===== src/rtl/ssd_pkg.sv =====
// Shared definitions for the seven-segment scan driver: FSM encoding,
// blank pattern and the active-low hex glyph table ({g,f,e,d,c,b,a}).
package ssd_pkg;

  typedef enum logic {
    ST_BLANK = 1'b0,
    ST_SHOW  = 1'b1
  } state_e;

  localparam logic [6:0] SEG_BLANK = 7'h7F;

  // Index 0 is the rightmost entry: glyphs F,E,d,C,b,A,9..0 from left to right.
  localparam logic [15:0][6:0] HEX_GLYPH = {
    7'h0E, 7'h06, 7'h21, 7'h46, 7'h03, 7'h08, 7'h10, 7'h00,
    7'h78, 7'h02, 7'h12, 7'h19, 7'h30, 7'h24, 7'h79, 7'h40
  };

endpackage


===== src/rtl/hex_to_seg.sv =====
// Combinational hex nibble to active-low seven-segment glyph lookup.
module hex_to_seg
  import ssd_pkg::*;
(
  input  logic [3:0] nib,
  output logic [6:0] seg
);

  assign seg = HEX_GLYPH[nib];

endmodule


===== src/rtl/ssd_scan_driver.sv =====
// Four-digit multiplexed seven-segment scan driver with anti-ghost blanking,
// double-buffered value/decimal-point registers and leading-zero suppression.
module ssd_scan_driver
  import ssd_pkg::*;
#(
  parameter int GUARD_CYCLES = 4
) (
  input  logic        clk,
  input  logic        reset,
  input  logic        refresh_tick,
  input  logic [15:0] value,
  input  logic        load,
  input  logic [3:0]  dp_in,
  input  logic        lz_en,
  output logic [3:0]  an,
  output logic [6:0]  seg,
  output logic        dp,
  output logic        frame_done,
  output logic        pending
);

  localparam logic [7:0] GUARD_RELOAD = 8'(GUARD_CYCLES - 1);

  state_e      state_q, state_d;
  logic [1:0]  digit_q, digit_d;
  logic [7:0]  guard_q, guard_d;
  logic [15:0] shadow_q, shadow_d;
  logic [3:0]  sdp_q, sdp_d;
  logic [15:0] disp_q, disp_d;
  logic [3:0]  ddp_q, ddp_d;
  logic        pending_q, pending_d;
  logic        wrap_q, wrap_d;
  logic [3:0]  an_q, an_d;
  logic [6:0]  seg_q, seg_d;
  logic        dp_q, dp_d;
  logic        frame_done_q, frame_done_d;

  logic        commit;
  logic        upper_zero;
  logic [3:0]  sel_nib;
  logic [6:0]  glyph;

  assign sel_nib = 4'(disp_q >> {digit_q, 2'b00});

  hex_to_seg u_hex_to_seg (
    .nib (sel_nib),
    .seg (glyph)
  );

  // Next-state logic: scan sequencing, buffering and output decode
  always_comb begin
    state_d  = state_q;
    digit_d  = digit_q;
    guard_d  = guard_q;
    wrap_d   = 1'b0;

    // A tick is never dropped: it always advances the digit and restarts blanking.
    if (refresh_tick) begin
      state_d = ST_BLANK;
      guard_d = GUARD_RELOAD;
      digit_d = digit_q + 2'd1;
      wrap_d  = (digit_q == 2'd3);
    end else if (state_q == ST_BLANK) begin
      if (guard_q == 8'd0) begin
        state_d = ST_SHOW;
      end else begin
        guard_d = guard_q - 8'd1;
      end
    end else begin
      state_d = ST_SHOW;
    end

    commit = wrap_d && pending_q;

    if (commit) begin
      disp_d = shadow_q;
      ddp_d  = sdp_q;
    end else begin
      disp_d = disp_q;
      ddp_d  = ddp_q;
    end

    // A load on the commit edge lands in the shadow and keeps pending set.
    if (load) begin
      shadow_d  = value;
      sdp_d     = dp_in;
      pending_d = 1'b1;
    end else begin
      shadow_d  = shadow_q;
      sdp_d     = sdp_q;
      pending_d = commit ? 1'b0 : pending_q;
    end

    case (digit_q)
      2'd1:    upper_zero = (disp_q[15:4] == 12'h000);
      2'd2:    upper_zero = (disp_q[15:8] == 8'h00);
      2'd3:    upper_zero = (disp_q[15:12] == 4'h0);
      default: upper_zero = 1'b0;
    endcase

    if (state_q == ST_SHOW) begin
      an_d = ~(4'b0001 << digit_q);
      if (lz_en && upper_zero) begin
        seg_d = SEG_BLANK;
        dp_d  = 1'b1;
      end else begin
        seg_d = glyph;
        dp_d  = ~ddp_q[digit_q];
      end
    end else begin
      an_d  = 4'hF;
      seg_d = SEG_BLANK;
      dp_d  = 1'b1;
    end

    frame_done_d = wrap_q;
  end

  // State, buffer and registered-output flops with synchronous reset
  always_ff @(posedge clk) begin
    if (reset) begin
      state_q      <= ST_BLANK;
      digit_q      <= 2'd0;
      guard_q      <= GUARD_RELOAD;
      shadow_q     <= 16'h0000;
      sdp_q        <= 4'h0;
      disp_q       <= 16'h0000;
      ddp_q        <= 4'h0;
      pending_q    <= 1'b0;
      wrap_q       <= 1'b0;
      an_q         <= 4'hF;
      seg_q        <= SEG_BLANK;
      dp_q         <= 1'b1;
      frame_done_q <= 1'b0;
    end else begin
      state_q      <= state_d;
      digit_q      <= digit_d;
      guard_q      <= guard_d;
      shadow_q     <= shadow_d;
      sdp_q        <= sdp_d;
      disp_q       <= disp_d;
      ddp_q        <= ddp_d;
      pending_q    <= pending_d;
      wrap_q       <= wrap_d;
      an_q         <= an_d;
      seg_q        <= seg_d;
      dp_q         <= dp_d;
      frame_done_q <= frame_done_d;
    end
  end

  assign an         = an_q;
  assign seg        = seg_q;
  assign dp         = dp_q;
  assign frame_done = frame_done_q;
  assign pending    = pending_q;

endmodule


===== config.mk =====
export PLATFORM = sky130hd
export DESIGN_NAME = ssd_scan_driver
export DESIGN_NICKNAME = d
export VERILOG_FILES = /design/src/rtl/ssd_pkg.sv /design/src/rtl/hex_to_seg.sv /design/src/rtl/ssd_scan_driver.sv
export SDC_FILE = /design/constraint.sdc
export NUM_CORES = 1
export LEC_CHECK = 0
export ABC_AREA = 1
export CAP_MARGIN = 20
export CORE_ASPECT_RATIO = 1.2
export CORE_MARGIN = 1.5
export CORE_UTILIZATION = 45
export DETAILED_ROUTE_END_ITERATION = 10
export HOLD_SLACK_MARGIN = 0.05
export PLACE_DENSITY = 0.67
export SLEW_MARGIN = 20
export SYNTH_ARGS = -nofsm -noshare
export SYNTH_HDL_FRONTEND = slang
export SYNTH_SLANG_ARGS = --single-unit
export TNS_END_PERCENT = 5

===== constraint.sdc =====
create_clock -name clk -period 1.5 [get_ports clk]
set_input_delay 0.3 -clock clk [delete_from_list [all_inputs] [get_ports clk]]
set_output_delay 0.3 -clock clk [all_outputs]
set_load 0.01 [all_outputs]

# Word-level counts from Yosys, hierarchy flattened
# Memories as Yosys holds them, arrays and structs flattened. A register that Yosys moved wholly into a read port is not among the register bits.
# Index checks and enable logic that the tools add are counted.
dict set report totals {
  ff_bits 59
  rom_bits 112
  input_bits 25
  out_inout_bits 14
  wordCells 44
  memories 1
}
# name depth width rd rd_ports_with_merged_regs write_ports line
set mem_list {}
lappend mem_list {{(no name shown)} 16 7 1 1 0 hex_to_seg.sv:9} ;# assign seg = HEX_GLYPH[nib];
dict set report op_classes {
  addsub 2
  n_lt_le_gt_ge 1
  eq_ne 3
  shift 2
  muxes 8
  bitwise_logic 4
  n_reduce_logical 11
}
# cell n
set op_table {}
lappend op_table {{$logic_not A8 Y1} 2}
lappend op_table {{$shr A16 B4 Y4} 1}
lappend op_table {{$logic_not A12 Y1} 1}
lappend op_table {{$sub A8 B1 Y8 const B} 1}
lappend op_table {{$mux W1} 6}
lappend op_table {{$eq A2 B2 Y1 const B} 2}
lappend op_table {{$logic_not A4 Y1} 1}
lappend op_table {{$not A4 Y4} 1}
lappend op_table {{$reduce_or A2 Y1} 2}
lappend op_table {{$shl A1 B2 Y4 const A} 1}
lappend op_table {{$lt A2 B3 Y1 const B} 1}
lappend op_table {{$not A1 Y1} 3}
lappend op_table {{$pmux W1 S3} 1}
lappend op_table {{$reduce_or A3 Y1} 1}
lappend op_table {{$add A2 B1 Y2 const B} 1}
lappend op_table {{$bmux W1 S2} 1}
lappend op_table {{$eq A2 B1 Y1 const B} 1}
lappend op_table {{$logic_and A1 B1 Y1} 2}
lappend op_table {{$reduce_and A2 Y1} 1}
lappend op_table {{$reduce_bool A2 Y1} 1}

# Depth between registers and ports, before layout
dict set report depth {
  word_depth 5
  ltp_mapped 12
  mapped_depth_nobuf 11
}

# Modules after synthesis
# A second synthesis with hierarchy kept.
dict set report unflattened {
  cells_unflattened 391
  hier_area_um2 2880.3
}
# module n_inst cells_each area_per_inst_um2 seq_area_each_um2
set by_module_without_submodules {}
lappend by_module_without_submodules {ssd_scan_driver 1 342 2606.2 1321.3}
lappend by_module_without_submodules {hex_to_seg 1 49 274.0 0.0}

# Least setup slack after synthesis
# OpenSTA, ideal clock, no wires.
dict set report synth_path {
  path_kind {reg2reg}
  start {register digit_q[0]}
  end {register seg_q[6] (netlist: seg[6])}
  setup_ns 0.127
  arrival_time_ns 1.416
  required_ns 1.373
  slack_ns -0.043
  path_stages_with_launch 12
  n_path_buf 1
  synth_period_minus_slack_ns 1.543
  path_cell_list {dfxtp_1 inv_2 buf_6 nand2_1 nand3_1 nand2_1 inv_1 ha_1 nand3_1 nand3_1 o21ai_0 nand2_1}
}
dict set report synth_between {
  elab_chain_len 4
  word_cells_on_any_way 7
  cone_classes {3 x eq/ne; 1 x shift; 1 x mux; 2 x reduce/logical}
}
# element line
set synth_rtl {}
lappend synth_rtl {{from (decl)} ssd_scan_driver.sv:25} ;# logic [1:0] digit_q, digit_d;
lappend synth_rtl {{from (signal assigned)} ssd_scan_driver.sv:137} ;# digit_q <= digit_d;
lappend synth_rtl {{$eq A2 B2 Y1 or $eq A2 B1 Y1 (tied branches)} ssd_scan_driver.sv:94} ;# case (digit_q)
lappend synth_rtl {{$pmux W1 S3} ssd_scan_driver.sv:94}
lappend synth_rtl {{$logic_and A1 B1 Y1} ssd_scan_driver.sv:103} ;# if (lz_en && upper_zero) begin
lappend synth_rtl {{$reduce_or A3 Y1 (no source line)} -}
lappend synth_rtl {{to (decl)} ssd_scan_driver.sv:34} ;# logic [6:0] seg_q, seg_d;
# Parallel ways exist; a longest one is shown, timed or not.
# A chain may end at the register's enable or synchronous reset.

# Final worst setup path
dict set report layout_path {
  start {register seg_q[6] (netlist: seg[6])}
  end {output seg[6]}
}
# element line
set layout_lines {}
lappend layout_lines {{to (decl)} ssd_scan_driver.sv:16} ;# output logic [6:0] seg,
# No word-level cell between the ends.

==> flow_summary.yaml <==
clock_network:
  clk_pin_slew_worst_paths_ns: 0.07
  clock_latency_ns: 0.34
  clock-sinks: 66
  cts_max_level: 3
  cts_buffers: 9
  cts_tree: "built"
  cts_buffer_depth: 2
  cts_hold_buf: 0
  root_buffer: "clkbuf_8"
die:
  fp.dieW_um: 75.8
  rows: 31
  dieArea_um2: 6850
  ios: 39
  die_y_um: 90.4
  core_area_um2: 6090
  start_util_pct: 47.0
yosys:
  synthCells: 389
  synth-edff-count: 0
  syn-num-nets: 426
  avgSynthCellArea_um2: 7.36
  synth_largest_area_cell: "dfxtp_1"
  ys_seq_area_share_pct: 46.1
  synth.most_common_cell: "nand2_1"
  ys.flop_type: "dfxtp_1"
  synth_top_cells_by_count: "nand2_1, dfxtp_1, nor2_1, o21ai_0, inv_1"
  synthTopCellsByArea: "dfxtp_1, nand2_1, o21ai_0, nor2_1, a21oi_1"
  synthArstFlopShare_pct: 0
  ys_ff_latch: 66
  ys_warn_count: 0
  synth_top_cell_area_share_pct: 46.1
  synth_cell_type_count: 27
  synth_area_um2: 2860
sta:
  fmax_mhz: 682
  fin_crit_ns: 1.47
  rsz0062_at_grt: "true"
  worst_pin_slew_ns: 0.576
  drv_slew: 0
  fin_worst_skew_ns: 0.00841
  slew_headroom_pct: 61.6
  hold_viol: 0
  finalCritPeriodShare_pct: 97.7
  setup_viol: 0
  setup-tns-final_ns: 0
  setup_ws_ns: 0.0339
layout:
  area_delta_synth_final_pct: 34.6
  n_antenna_cell: 0
  drive_gt1_share_pct: 15.6
  final_cells: 537
  postLayoutCoreUtil_pct: 63.3
  fin_nets: 488
worst_setup_path:
  cp.arrival_ns: 1.17
  critPathMaxFanout: 1
  worst_path_max_delay_cell: "clkdlybuf4s50_1"
  slowest_delay_ns: 0.52
  cp_data_required_time_ns: 1.20
  critPathKind: "reg -> out"
  endpoint_kind: "output port"
  cp_cell_sequence: "clkdlybuf4s50_1"
  critPathLaunchType: "register"
  crit_family: "buffers and inverters"
  path_buf_inv: 1
min_path:
  min_path_type: "reg -> reg"
pwr:
  p_clk_share_pct: 43.8
  internal_power_mw: 3.16
  cellPowerDensity_nw_per_um2: 1060
  vdd_ir_drop_max_mv: 0.726
  switching_power_mw: 0.932
  combPwrFrac_pct: 11.2
  p_leak_nw: 1.65
  p_seq_share_pct: 45.0
  switching_share_pct: 22.8
route:
  drtAntennaViolNets: 0
  vias: 2547
  drc: 0
  via_per_inst: 4.74
  dr.pass1.iters: 4
  routed_wl_um: 5850
  first_iter_violations: 56
  avgRoutedWirePerCell_um: 10.9
placed_design:
  gp_congestion: 0.804
  preCtsSetupSlack_ns: -0.103
  io_buffers: 38
  placed_cells: 514
  post-dp-hpwl_um: 4030
grt:
  grt_max_degree: 41
  grt.total_usage_pct: 19.0
  grt_pass1_wl_um: 10300
  grt_overflow: 0
  grt_pass1_vias: 2462
  antenna_found_initial: 0
run_status:
  status: "finished, final reports clean"
flow_run:
  maxCapViolations: 0
==> worst register-to-register path, delay by kind of cell (launching register included) <==
kind,cells,cell delay [ns]
and+or+nand+nor,5,0.39
buffers and inverters,1,0.13
adders and majority gates,1,0.28
AOI/OAI and AO/OA,1,0.12
DFF,1,0.41
==> area by class of cell <==
cell class / instances / area (um2)
clock buffer: 10 / 138
clock inverter: 5 / 103
fill: 554 / 2230
inverter: 45 / 176
multi-input combinational: 264 / 1380
sequential: 66 / 1330
tap: 82 / 103
timing repair buffer: 65 / 631
==> flip-flops by register name (all words and copies together) (netlist names), 2 cells and up <==
name / flops
an: 4
shadow_q: 16
digit_q: 2
seg: 7
disp_q: 16
sdp_q: 4
guard_q: 8
ddp_q: 4
==> power by group through the flow <==
stage               clock, mW  combinational [mW]  sequential (mW)
detailed placement          0               0.417             1.88
floorplan                   0               0.258             1.87
global route             1.90               0.523             1.85
finish                   1.79               0.459             1.84
CTS                      1.83               0.429             1.84
global placement            0               0.411             1.88
==> cell families (layout without fill, tap and decap cells) <==
family / count (synthesis) / after routing / synth area share, %
xor+xnor: 1 / 1 / 0.306
fa+ha+maj: 12 / 12 / 5.24
flops: 66 / 66 / 46.1
buf+inv: 59 / 125 / 8.21
simple gates: 165 / 165 / 24.9
compound gates: 86 / 86 / 15.2
==> final timing paths <==
path | start | endpoint | slack (ns) | cells after the start
setup / recovery | seg[6] | seg[6] | 0.03 | 1
hold / removal | frame_done_d | frame_done | 0.41 | 2
setup reg to reg | digit_q[0] | seg[3] | 0.06 | 8
hold reg to reg | frame_done_d | frame_done | 0.41 | 2
==> layout by cell type, fill, tap and decap left out, types with 4 or more instances in the layout <==
cell and instances:
dlymetal6s2s_1 9, clkbuf_8 10, dfxtp_1 64, nor2_1 57, inv_1 40, o21ai_0 44
a21oi_1 33, ha_1 8, nand2_2 5, nand2_1 68, buf_4 24, nand3_2 5
clkdlybuf4s50_1 26, nand2_4 4, nand3_1 17, o21ai_1 8
==> stage by stage <==
step | hold slack (ns) | area (um2) | power (mW)
2_1_floorplan | 0.369 | 2870 | 2.13
3_3_place_gp | 0.396 | 3450 | 2.29
3_5_place_dp | 0.395 | 3450 | 2.30
4_1_cts | 0.407 | 3720 | 4.10
5_1_grt | 0.440 | 3860 | 4.27
6_report | 0.406 | 3860 | 4.10
==> routing by layer <==
layer / vias up / global-route usage [%] / wire length (um)
met5: - / 0 / 0
met4: 0 / 9.97 / 113
met3: 9 / 3.57 / 184
met2: 47 / 30.4 / 2900
met1: 1126 / 23.4 / 2650
li1: 1365 / - / -
==> repair_timing <==
action                     4_1_cts  5_1_grt
resized for setup                8       31
pin swaps                        1        4
setup endpoints to repair       11       24
setup buffers                    2        6
(Power assumes the default switching activity.)
